**config.mk**
```make
export PLATFORM = sky130hd
export DESIGN_NAME = ifetch_unit_flat
export DESIGN_NICKNAME = d
export VERILOG_FILES = /design/src/rtl/ifetch_unit_if.sv /design/src/rtl/ifetch_unit.sv /design/src/flat_wrapper.sv
export SDC_FILE = /design/constraint.sdc
export NUM_CORES = 1
export LEC_CHECK = 0
export ABC_AREA = 1
export BUFFER_PORTS_ARGS = -buffer_cell sky130_fd_sc_hd__buf_2
export CAP_MARGIN = 30
export CORE_ASPECT_RATIO = 0.8
export CORE_MARGIN = 5
export CORE_UTILIZATION = 48
export CTS_CLUSTER_SIZE = 28
export DETAILED_ROUTE_END_ITERATION = 10
export GPL_ROUTABILITY_DRIVEN = 0
export HOLD_SLACK_MARGIN = 0.05
export PLACE_DENSITY = 0.81
export SYNTH_ARGS = -nofsm -noshare
export SYNTH_HDL_FRONTEND = slang
export SYNTH_SLANG_ARGS = --single-unit
export TNS_END_PERCENT = 5
```
**constraint.sdc**
```tcl
create_clock -name clk_i -period 3.66 [get_ports clk_i]
set_input_delay 0.549 -clock clk_i [delete_from_list [all_inputs] [get_ports clk_i]]
set_output_delay 0.549 -clock clk_i [all_outputs]
set_load 0.1 [all_outputs]
```
**src/rtl/ifetch_unit_if.sv**
```systemverilog
// Instruction-memory handshake between the fetch unit (master) and the
// instruction memory (slave). One request is outstanding at a time: the
// master raises mem_req with mem_addr and holds both until the slave
// answers with mem_ack and mem_data in the same cycle.
interface ifetch_unit_if #(
  parameter int ADDR_W = 32,
  parameter int DATA_W = 32
);
  logic              mem_req;
  logic [ADDR_W-1:0] mem_addr;
  logic              mem_ack;
  logic [DATA_W-1:0] mem_data;

  modport master (
    output mem_req,
    output mem_addr,
    input  mem_ack,
    input  mem_data
  );

  modport slave (
    input  mem_req,
    input  mem_addr,
    output mem_ack,
    output mem_data
  );
endinterface

```
**src/rtl/ifetch_unit.sv**
```systemverilog
// Instruction fetch stage: captures the PC, issues one instruction-memory
// request at a time, and holds one fetched instruction for decode. A branch
// redirect (flush_i) discards the wrong-path fetch; a request already in
// flight is drained before the next one is issued.
// Optional build macro IFETCH_PERF_EN adds fetch/flush event counters.
module ifetch_unit #(
  parameter int                ADDR_W   = 32,
  parameter int                DATA_W   = 32,
  parameter logic [DATA_W-1:0] NOP_INST = {DATA_W{1'b0}}
) (
  input  logic              clk_i,
  input  logic              rst_i,
  input  logic [31:0]       pc_i,
  input  logic              flush_i,
  output logic              stall_o,
  ifetch_unit_if.master     mem,
  output logic [DATA_W-1:0] inst_o,
  output logic [31:0]       inst_pc_o,
  output logic              inst_valid_o,
  input  logic              id_ready_i
`ifdef IFETCH_PERF_EN
  ,
  output logic [31:0]       fetch_cnt_o,
  output logic [31:0]       flush_cnt_o
`endif
);

  typedef enum logic [1:0] {
    S_IDLE,   // nothing in flight, output register empty
    S_WAIT,   // request in flight, response is wanted
    S_FULL,   // output register holds an instruction for decode
    S_DRAIN   // request in flight, response will be thrown away
  } state_e;

  state_e            state_q, state_d;
  logic              mem_req_q, mem_req_d;
  logic [ADDR_W-1:0] mem_addr_q, mem_addr_d;
  logic [DATA_W-1:0] inst_q, inst_d;
  logic [31:0]       inst_pc_q, inst_pc_d;
  logic              inst_valid_q, inst_valid_d;
  logic              accept;

  // Stall back to the PC; a redirect always wins so the PC can load the target.
  always_comb begin
    stall_o = !flush_i && ((state_q == S_WAIT) || (state_q == S_DRAIN) ||
                           ((state_q == S_FULL) && !id_ready_i));
    accept  = !stall_o && !flush_i &&
              ((state_q == S_IDLE) || (state_q == S_FULL));
  end

  // Next-state and next-output computation for the fetch FSM.
  always_comb begin
    // NOTE: every signal gets a hold default first so no path infers a latch.
    state_d      = state_q;
    mem_req_d    = mem_req_q;
    mem_addr_d   = mem_addr_q;
    inst_d       = inst_q;
    inst_pc_d    = inst_pc_q;
    inst_valid_d = inst_valid_q;

    unique case (state_q)
      S_IDLE: begin
        // Only an accept (handled below) leaves IDLE; flush is a no-op here.
      end
      S_WAIT: begin
        if (flush_i) begin
          inst_d = NOP_INST;
          if (mem.mem_ack) begin
            mem_req_d = 1'b0;
            state_d   = S_IDLE;
          end else begin
            state_d   = S_DRAIN;
          end
        end else if (mem.mem_ack) begin
          mem_req_d    = 1'b0;
          inst_d       = mem.mem_data;
          inst_pc_d    = 32'(mem_addr_q);
          inst_valid_d = 1'b1;
          state_d      = S_FULL;
        end
      end
      S_DRAIN: begin
        // Wrong-path response: drop the data and go idle.
        if (mem.mem_ack) begin
          mem_req_d = 1'b0;
          state_d   = S_IDLE;
        end
      end
      S_FULL: begin
        if (flush_i) begin
          inst_valid_d = 1'b0;
          inst_d       = NOP_INST;
          state_d      = S_IDLE;
        end else if (id_ready_i) begin
          inst_valid_d = 1'b0;
        end
      end
      default: state_d = S_IDLE;
    endcase

    // New request; in FULL this overlaps with decode consuming the instruction.
    if (accept) begin
      mem_req_d  = 1'b1;
      mem_addr_d = pc_i[ADDR_W-1:0];
      state_d    = S_WAIT;
    end
  end

  // State and registered outputs; reset clears everything asynchronously.
  always_ff @(posedge clk_i or posedge rst_i) begin
    if (rst_i) begin
      state_q      <= S_IDLE;
      mem_req_q    <= 1'b0;
      mem_addr_q   <= '0;
      inst_q       <= NOP_INST;
      inst_pc_q    <= '0;
      inst_valid_q <= 1'b0;
    end else begin
      // NOTE: non-blocking assignments so every flop samples pre-edge values.
      state_q      <= state_d;
      mem_req_q    <= mem_req_d;
      mem_addr_q   <= mem_addr_d;
      inst_q       <= inst_d;
      inst_pc_q    <= inst_pc_d;
      inst_valid_q <= inst_valid_d;
    end
  end

  assign mem.mem_req   = mem_req_q;
  assign mem.mem_addr  = mem_addr_q;
  assign inst_o        = inst_q;
  assign inst_pc_o     = inst_pc_q;
  assign inst_valid_o  = inst_valid_q;

`ifdef IFETCH_PERF_EN
  logic [31:0] fetch_cnt_q, fetch_cnt_d;
  logic [31:0] flush_cnt_q, flush_cnt_d;

  // Event counters: accepts, and redirects that hit live or draining work.
  always_comb begin
    fetch_cnt_d = fetch_cnt_q + (accept ? 32'd1 : 32'd0);
    flush_cnt_d = flush_cnt_q +
                  ((flush_i && (state_q != S_IDLE)) ? 32'd1 : 32'd0);
  end

  // Counter registers, wrapping naturally at 2^32.
  always_ff @(posedge clk_i or posedge rst_i) begin
    if (rst_i) begin
      fetch_cnt_q <= '0;
      flush_cnt_q <= '0;
    end else begin
      fetch_cnt_q <= fetch_cnt_d;
      flush_cnt_q <= flush_cnt_d;
    end
  end

  assign fetch_cnt_o = fetch_cnt_q;
  assign flush_cnt_o = flush_cnt_q;
`endif

endmodule

```
**src/flat_wrapper.sv**
```systemverilog
// flat-port wrapper written by rule: the top's interface ports become plain ports
module ifetch_unit_flat 
#(
  parameter int                ADDR_W   = 32,
  parameter int                DATA_W   = 32,
  parameter logic [DATA_W-1:0] NOP_INST = {DATA_W{1'b0}}
)
  (clk_i, rst_i, pc_i, flush_i, stall_o, inst_o, inst_pc_o, inst_valid_o, id_ready_i, mem_mem_req, mem_mem_addr, mem_mem_ack, mem_mem_data);
  ifetch_unit_if #(.ADDR_W(ADDR_W), .DATA_W(DATA_W)) mem_i ();
  input  logic clk_i;
  input  logic rst_i;
  input  logic [31:0] pc_i;
  input  logic flush_i;
  output logic stall_o;
  output logic [DATA_W-1:0] inst_o;
  output logic [31:0] inst_pc_o;
  output logic inst_valid_o;
  input  logic id_ready_i;
  output wire logic [$bits(mem_i.mem_req)-1:0] mem_mem_req;
  output wire logic [$bits(mem_i.mem_addr)-1:0] mem_mem_addr;
  input wire logic [$bits(mem_i.mem_ack)-1:0] mem_mem_ack;
  input wire logic [$bits(mem_i.mem_data)-1:0] mem_mem_data;
  assign mem_mem_req = mem_i.mem_req;
  assign mem_mem_addr = mem_i.mem_addr;
  assign mem_i.mem_ack = mem_mem_ack;
  assign mem_i.mem_data = mem_mem_data;
  ifetch_unit #(.ADDR_W(ADDR_W), .DATA_W(DATA_W), .NOP_INST(NOP_INST)) u_core (.clk_i(clk_i), .rst_i(rst_i), .pc_i(pc_i), .flush_i(flush_i), .stall_o(stall_o), .mem(mem_i), .inst_o(inst_o), .inst_pc_o(inst_pc_o), .inst_valid_o(inst_valid_o), .id_ready_i(id_ready_i));
endmodule
```
==> impl_metrics.ini, run 1 <==
[floorplanning]
die-height_um = 93.7
io_pins = 168
initial_core_util_pct = 49.3
die_w_um = 115
core_area_um2 = 8520
die-area_um2 = 10700
row_count = 30

[clock_network]
post_cts_resized = 0
cts_tree = built
numCtsBuffers = 9
post_cts_buffers = 0
clock-sinks = 100
cts_hold_buf = 0
clk_pin_slew_worst_paths_ps = 100
clockBufferDepth = 2
htree_levels = 3
clkLatencyLatePin_ps = 340
cts_root_buf = clkbuf_8

[detailed_routing]
dr.pass1.iters = 5
avgViaCountPerCell = 4.65
drt-total-wl_mm = 9.91
wl_per_cell_um = 13.7
vias = 3367
remaining_drc_errors = 0
postRouteAntennaNets = 0
drt_iter0_markers = 231

[run]
maxCapViolCount = 0

[timing]
post-route-min-period_ps = 2500
rsz0062_at_grt = false
slew_headroom_pct = 37.0
tightestPinTransition_ps = 943
post-route-period-util_pct = 68.3
fin_skew_ps = 9.39
tns_ps = 0
finalSetupViolCount = 0
fmax_mhz = 400
report.final.slew_viol_count = 0
hold_viol = 0

[synthesis]
syn_area_per_cell_um2 = 9.50
synth_cell_types = 21
mappedNetlistNets = 516
ys_ff_latch = 100
synth_area_um2 = 4200
syn_inst = 442
yosysSeqAreaShare_pct = 59.6
yosysWarnings = 0

[worst_setup_path]
worstSetupPathType = flip-flop to primary output
crit_chain = inv_1 > ha_1 > nand2_1 > a21oi_1 > buf_2
cp.required_ps = 3110
path_max_fanout = 5
end_kind = primary output
start_kind = flip-flop
crit_path_top_delay_cell = dfrtp_1
slowest_delay_ps = 450
crit_arrival_ps = 1950

[min_path]
hold_path.class = primary input to async pin

[final_layout]
multi_input_comb_area_um2 = 1250
fin_nets = 681
diodes = 0
seq_area_um2 = 2500
fin_util_pct = 62.4
layout-drive-gt1-share_pct = 35.6
fillers = 736
syn2layout_area_growth_pct = 26.7

[place]
portBuffers = 167
dp_hpwl_mm = 7.22

[global_route]
grt_util_met3_pct = 5.09
grt_pass1_wl_mm = 16.2
grt_max_degree = 78
grt_pass1_vias = 3375
grt_util_all_layers_pct = 18.7
use_met1_pct = 24.2
gr-usage-met2_pct = 31.3
grt_overflow = 0
antenna_found_initial = 0
grt-busiest-layer = met2

[run_status]
status = finished, final reports clean
-- stage by stage --
step / setup slack, ps / instances / hold WS, ps / instance area, µm²
6_report: 1160 / 724 / 208 / 5320
5_1_grt: 1040 / 724 / 224 / 5320
4_1_cts: 1150 / 723 / 366 / 5300
3_5_place_dp: 1450 / 707 / 459 / 5100
3_3_place_gp: 1590 / 707 / 460 / 5100
2_1_floorplan: 492 / 442 / 518 / 4200
-- critical path: cells and delay by family, from the launching register on --
kind / cells / cell delay [ps]
adder cells (fa/ha/maj): 1 / 250
AO/OA/AOI/OAI: 1 / 170
buffers and inverters: 2 / 590
AND/OR/NAND/NOR: 1 / 150
flip-flops: 1 / 450
-- flip-flops by register name, summed over array words and instances, names as in the netlist --
name / cells
u_core.inst_o: 32
u_core.inst_pc_o: 32
u_core.mem.mem_addr: 32
u_core.state_q: 2
u_core.inst_valid_o: 1
u_core.mem.mem_req: 1
-- cell usage after synthesis, drive strengths merged --
cell | number | share of area [%]
clkbuf | 3 | 0.27
nand3 | 6 | 0.83
nand4 | 5 | 0.89
inv | 89 | 8.0
nand2 | 141 | 13
dfrtp | 100 | 60
a21oi | 4 | 0.48
ha | 5 | 1.5
o22ai | 32 | 8.2
and3 | 1 | 0.15
buf | 16 | 2.7
o21a | 1 | 0.18
nor2 | 5 | 0.69
o21ai | 34 | 4.1
-- worst paths after layout --
check / from / end / slack (ps) / cells past startpoint
hold / removal: rst_i / u_core.inst_o[3]$_DFFE_PP0P_ / 210 / 2
hold reg to reg: u_core.inst_pc_o[10]$_DFFE_PP0P_ / u_core.inst_pc_o[10]$_DFFE_PP0P_ / 480 / 2
setup reg to reg: u_core.state_q[0]$_DFFE_PP0P_ / u_core.mem.mem_addr[25]$_DFFE_PP0P_ / 1420 / 6
max in group asynchronous: rst_i / u_core.mem.mem_addr[4]$_DFFE_PP0P_ / 2630 / 4
setup / recovery: u_core.state_q[0]$_DFFE_PP0P_ / stall_o / 1160 / 5
min in group clk_i: pc_i[13] / u_core.mem.mem_addr[13]$_DFFE_PP0P_ / 390 / 3
-- cell families after synthesis --
family                     Yosys count  synth area share, %
DFF                                100                 59.6
AOI/OAI and AO/OA                   71                 12.9
adders and majority gates            5                 1.49
buffers and inverters              108                 10.9
and+or+nand+nor                    158                 15.2
-- routing by layer --
metal  wire (µm)  vias up
met1        4270     1540
met5           0        -
met2        4680      136
met3         875       10
met4          90        0
li1            -     1681
-- placed cells by master, fill, tap and decap left out, drive strengths merged, types with 2 or more instances in the layout --
| cell | Yosys | final |
|---|---|---|
| inv | 89 | 90 |
| ha | 5 | 5 |
| nand3 | 6 | 6 |
| clkbuf | 3 | 11 |
| dfrtp | 100 | 100 |
| a21oi | 4 | 4 |
| buf | 16 | 173 |
| o22ai | 32 | 32 |
| clkinv | 0 | 2 |
| o21ai | 34 | 34 |
| nand4 | 5 | 5 |
| nand2 | 141 | 141 |
| nor2 | 5 | 5 |
-- cell type report --
cell class	count	share of cell area, %
Multi-Input combinational cell	234	23.4
Clock buffer	11	2.66
Clock inverter	5	1.13
Inverter	89	6.33
Sequential cell	100	47.0
Timing Repair Buffer	173	16.8
Tap cell	112	2.63
Power of run 1 is not shown: default switching activity piles up to over one toggle a cycle in this logic, so the estimate is an artifact.
==> run 2, diff against run 1 <==
- clock period: 3.66 -> 2.4 ns (I/O delays scaled with it)
==> run 2 against run 1 <==
Global-route usage increased by 0.52 points; register-to-register slack got worse by 910 ps; design area increased by 0.80%; critical path depth unchanged; cell count increased by 0.28%; setup slack got worse by 960 ps; wire length increased by 0.10%; clock skew about the same; count of clock-buffer cells in the layout increased by 2.
==> impl_metrics.ini, run 2 (synthesized netlist as in run 1, its figures left out) <==
[final_layout]
fillers = 709
layout-drive-gt1-share_pct = 35.8
fin_nets = 683
diodes = 0
final_cell_mix = 166 x buf_2, 141 x nand2_1, 100 x dfrtp_1, 86 x inv_1, 34 x o21ai_0
syn2layout_area_growth_pct = 27.7
final_common_cell = buf_2

[floorplanning]
io_pins = 168
initial_core_util_pct = 49.3
die-area_um2 = 10700
die-height_um = 93.7
die_w_um = 115
core_area_um2 = 8520
row_count = 30

[worst_setup_path]
cp_top_family = buffers and inverters
worstSetupPathType = flip-flop to primary output
crit_arrival_ps = 1840
cp_num_buf_inv = 2
slowest_delay_ps = 440
cp.required_ps = 2040
worstRegToRegCells = 8
crit_chain = inv_1 > ha_1 > nand2_1 > a21oi_1 > buf_4
start_kind = flip-flop
end_kind = primary output
cp.depth = 5
crit_path_top_delay_cell = dfrtp_1
path_max_fanout = 5

[global_route]
grt_pass1_wl_mm = 16.5
grt_pass1_vias = 3465
grt_util_all_layers_pct = 19.2
antenna_found_initial = 0
grt_overflow = 0
grt_max_degree = 50

[timing]
tightestPinTransition_ps = 587
fmax_mhz = 455
tns_ps = 0
slew_headroom_pct = 60.8
finalSetupViolCount = 0
post-route-min-period_ps = 2200
hold_viol = 0
post-route-period-util_pct = 91.6
fin_skew_ps = 9.61
rsz0062_at_grt = false
report.final.slew_viol_count = 0

[clock_network]
clock-sinks = 100
post_cts_resized = 0
numCtsBuffers = 9
clkLatencyLatePin_ps = 350
clockBufferDepth = 2
clk_pin_slew_worst_paths_ps = 90
cts_hold_buf = 0
post_cts_buffers = 0
htree_levels = 3
cts_root_buf = clkbuf_8
cts_tree = built

[detailed_routing]
drt_iter0_markers = 180
avgViaCountPerCell = 4.69
drt-total-wl_mm = 9.92
postRouteAntennaNets = 0
dr.pass1.iters = 4
vias = 3402
remaining_drc_errors = 0
wl_per_cell_um = 13.7

[run]
maxCapViolCount = 0

[run_status]
status = finished, final reports clean

[min_path]
hold_path.class = primary input to async pin

[place]
dp_hpwl_mm = 7.35
portBuffers = 167
-- run 2: layout make-up --
| class | count | area (µm²) | area share [%] |
|---|---|---|---|
| clock buffer | 13 | 169 | 3.15 |
| clock inverter | 3 | 43.8 | 0.817 |
| inverter | 89 | 338 | 6.30 |
| multi-input combinational | 234 | 1250 | 23.2 |
| sequential | 100 | 2500 | 46.7 |
| tap | 112 | 140 | 2.61 |
| timing repair buffer | 175 | 923 | 17.2 |
-- run 2: final timing paths --
path	start	slack, ps	endpoint
setup / recovery	u_core.state_q[0]$_DFFE_PP0P_	200	stall_o
hold / removal	rst_i	70	u_core.inst_o[13]$_DFFE_PP0P_
setup reg to reg	u_core.state_q[1]$_DFFE_PP0P_	510	u_core.mem.mem_addr[27]$_DFFE_PP0P_
hold reg to reg	u_core.inst_pc_o[9]$_DFFE_PP0P_	480	u_core.inst_pc_o[9]$_DFFE_PP0P_
max in group asynchronous	rst_i	1580	u_core.mem.mem_addr[27]$_DFFE_PP0P_
min in group clk_i	pc_i[18]	200	u_core.mem.mem_addr[18]$_DFFE_PP0P_
-- run 2: metal layers --
metal  track usage, %  routed length (µm)
met1             25.1                4260
met2             31.7                4640
met3             5.09                 886
met4             5.64                 135
met5                0                   0
-- run 2: worst reg2reg max path: stages (launching register included) --
cell	delay [ps]
dfrtp_1	440
inv_1	110
ha_1	270
nor2_4	160
nand3_1	140
nor2_4	290
buf_12	240
nand2_1	80
o21ai_0	80
-- run 2: metrics by stage --
stage                     cell area, µm²  hold WS [ps]  cells  setup WS, ps  util (%)
after floorplan                     4200           470    442          -287         -
after global placement              5150           451    710           553      60.4
after detailed placement            5150           451    710           452      60.4
after CTS                           5360          59.6    726          45.0      62.9
after global routing                5360          83.0    726          10.0      62.9
final                               5360          66.3    726           201      62.9
Power of run 2 is left out for the same reason.
==> run 3, diff against run 2 <==
- CORE_UTILIZATION: 48 -> 50
- CTS_BUF_LIST: not set -> sky130_fd_sc_hd__clkbuf_4
- PLACE_DENSITY: 0.81 -> 0.84
==> run 3 against run 2 <==
Register-to-register slack worse by 300 ps; non-clock buffer count unchanged; utilization grew 2.4 points; die area is 3.6% lower; sequential cell count stayed put; setup slack got worse by 99 ps; critical endpoint unchanged; worst hold slack worse by 17 ps; via count increased by 2.1%; count of clock-buffer cells in the layout down 3; fmax decreased by 4.3%; wire length is 4.2% higher; critical path depth did not move.
==> impl_metrics.ini, run 3 (synthesized netlist as in run 1, its figures left out) <==
[final_layout]
fin_nets = 683
diodes = 0
final_common_cell = buf_2
syn2layout_area_growth_pct = 25.3
layout-drive-gt1-share_pct = 36.0
fillers = 659
final_cell_mix = 166 x buf_2, 141 x nand2_1, 100 x dfrtp_1, 86 x inv_1, 34 x o21ai_0

[clock_network]
numCtsBuffers = 9
clk_pin_slew_worst_paths_ps = 160
clock-sinks = 100
clkLatencyLatePin_ps = 430
cts_hold_buf = 0
cts_tree = built
cts_root_buf = clkbuf_4
htree_levels = 3
clockBufferDepth = 2

[floorplanning]
initial_core_util_pct = 52.1
die-area_um2 = 10300
row_count = 29
core_area_um2 = 8060
die_w_um = 112
io_pins = 168
die-height_um = 92.0

[timing]
post-route-min-period_ps = 2300
report.final.slew_viol_count = 0
tns_ps = 0
hold_viol = 0
fin_skew_ps = 17.5
fmax_mhz = 435
rsz0062_at_grt = false
finalSetupViolCount = 0
tightestPinTransition_ps = 803
slew_headroom_pct = 46.4
post-route-period-util_pct = 95.7

[detailed_routing]
remaining_drc_errors = 0
drt-total-wl_mm = 10.3
vias = 3473
wl_per_cell_um = 14.3
postRouteAntennaNets = 0
dr.pass1.iters = 4
drt_iter0_markers = 180
avgViaCountPerCell = 4.81

[global_route]
grt_max_degree = 36
grt_pass1_wl_mm = 17.1
grt_pass1_vias = 3600
grt_util_all_layers_pct = 20.1
grt_overflow = 0
antenna_found_initial = 0

[worst_setup_path]
worstSetupPathType = flip-flop to primary output
start_kind = flip-flop
path_max_fanout = 5
cp.required_ps = 2040
crit_arrival_ps = 1940
end_kind = primary output

[min_path]
hold_path.class = primary input to async pin

[run_status]
status = finished, final reports clean

[run]
maxCapViolCount = 0

[place]
dp_hpwl_mm = 7.69
portBuffers = 167
==> run 3: critical path: stages, from the launching register on <==
cell and delay (ps):
dfrtp_1 460, inv_1 150, ha_2 230, nand2_1 140
a21oi_1 250, buf_6 260
==> run 3: area by class of cell <==
cell class	count	area [µm²]	share of cell area, %
tap	108	135	2.57
sequential	100	2500	47.6
timing repair buffer	175	927	17.6
clock buffer	10	75.1	1.43
inverter	89	338	6.42
clock inverter	6	40.0	0.761
multi-input combinational	234	1240	23.6
==> run 3: layer usage <==
metal	share of wire [%]	track usage, %	wire length (µm)	vias to the layer above
met1	41	25.5	4260	1640
met5	0	0	0	-
met3	7.3	5.13	754	11
li1	-	-	-	1694
met2	50	34.8	5210	128
met4	1.0	5.21	105	0
==> run 3: path summary, 6_finish.rpt <==
path                       depth (start not counted)                             endpoint                              from  slack (ps)
hold / removal                                     2        u_core.inst_o[12]$_DFFE_PP0P_                             rst_i          50
min in group clk_i                                 3  u_core.mem.mem_addr[19]$_DFFE_PP0P_                          pc_i[19]         120
setup / recovery                                   5                              stall_o     u_core.state_q[0]$_DFFE_PP0P_         100
hold reg to reg                                    2     u_core.inst_pc_o[14]$_DFFE_PP0P_  u_core.inst_pc_o[14]$_DFFE_PP0P_         500
max in group asynchronous                          3     u_core.inst_pc_o[31]$_DFFE_PP0P_                             rst_i        1720
setup reg to reg                                   8        u_core.state_q[0]$_DFFE_PP0P_     u_core.state_q[1]$_DFFE_PP0P_         210
==> run 3: repair_timing <==
action                                  4_1_cts  5_1_grt
buffers inserted                              0        0
gates resized for setup                       1        2
endpoints found under the setup margin        1        1
==> run 3: through the flow <==
stage               hold slack, ps  area [µm²]  setup WS [ps]  instances  utilization, %
floorplan                      470        4200           -287        442               -
global placement               457        5140            503        706            63.8
detailed placement             465        5140            247        706            63.8
CTS                           58.4        5260           56.2        722            65.2
global route                  77.6        5260           1.30        722            65.3
finish                        49.8        5260            102        722            65.3
Power of run 3 is left out for the same reason.
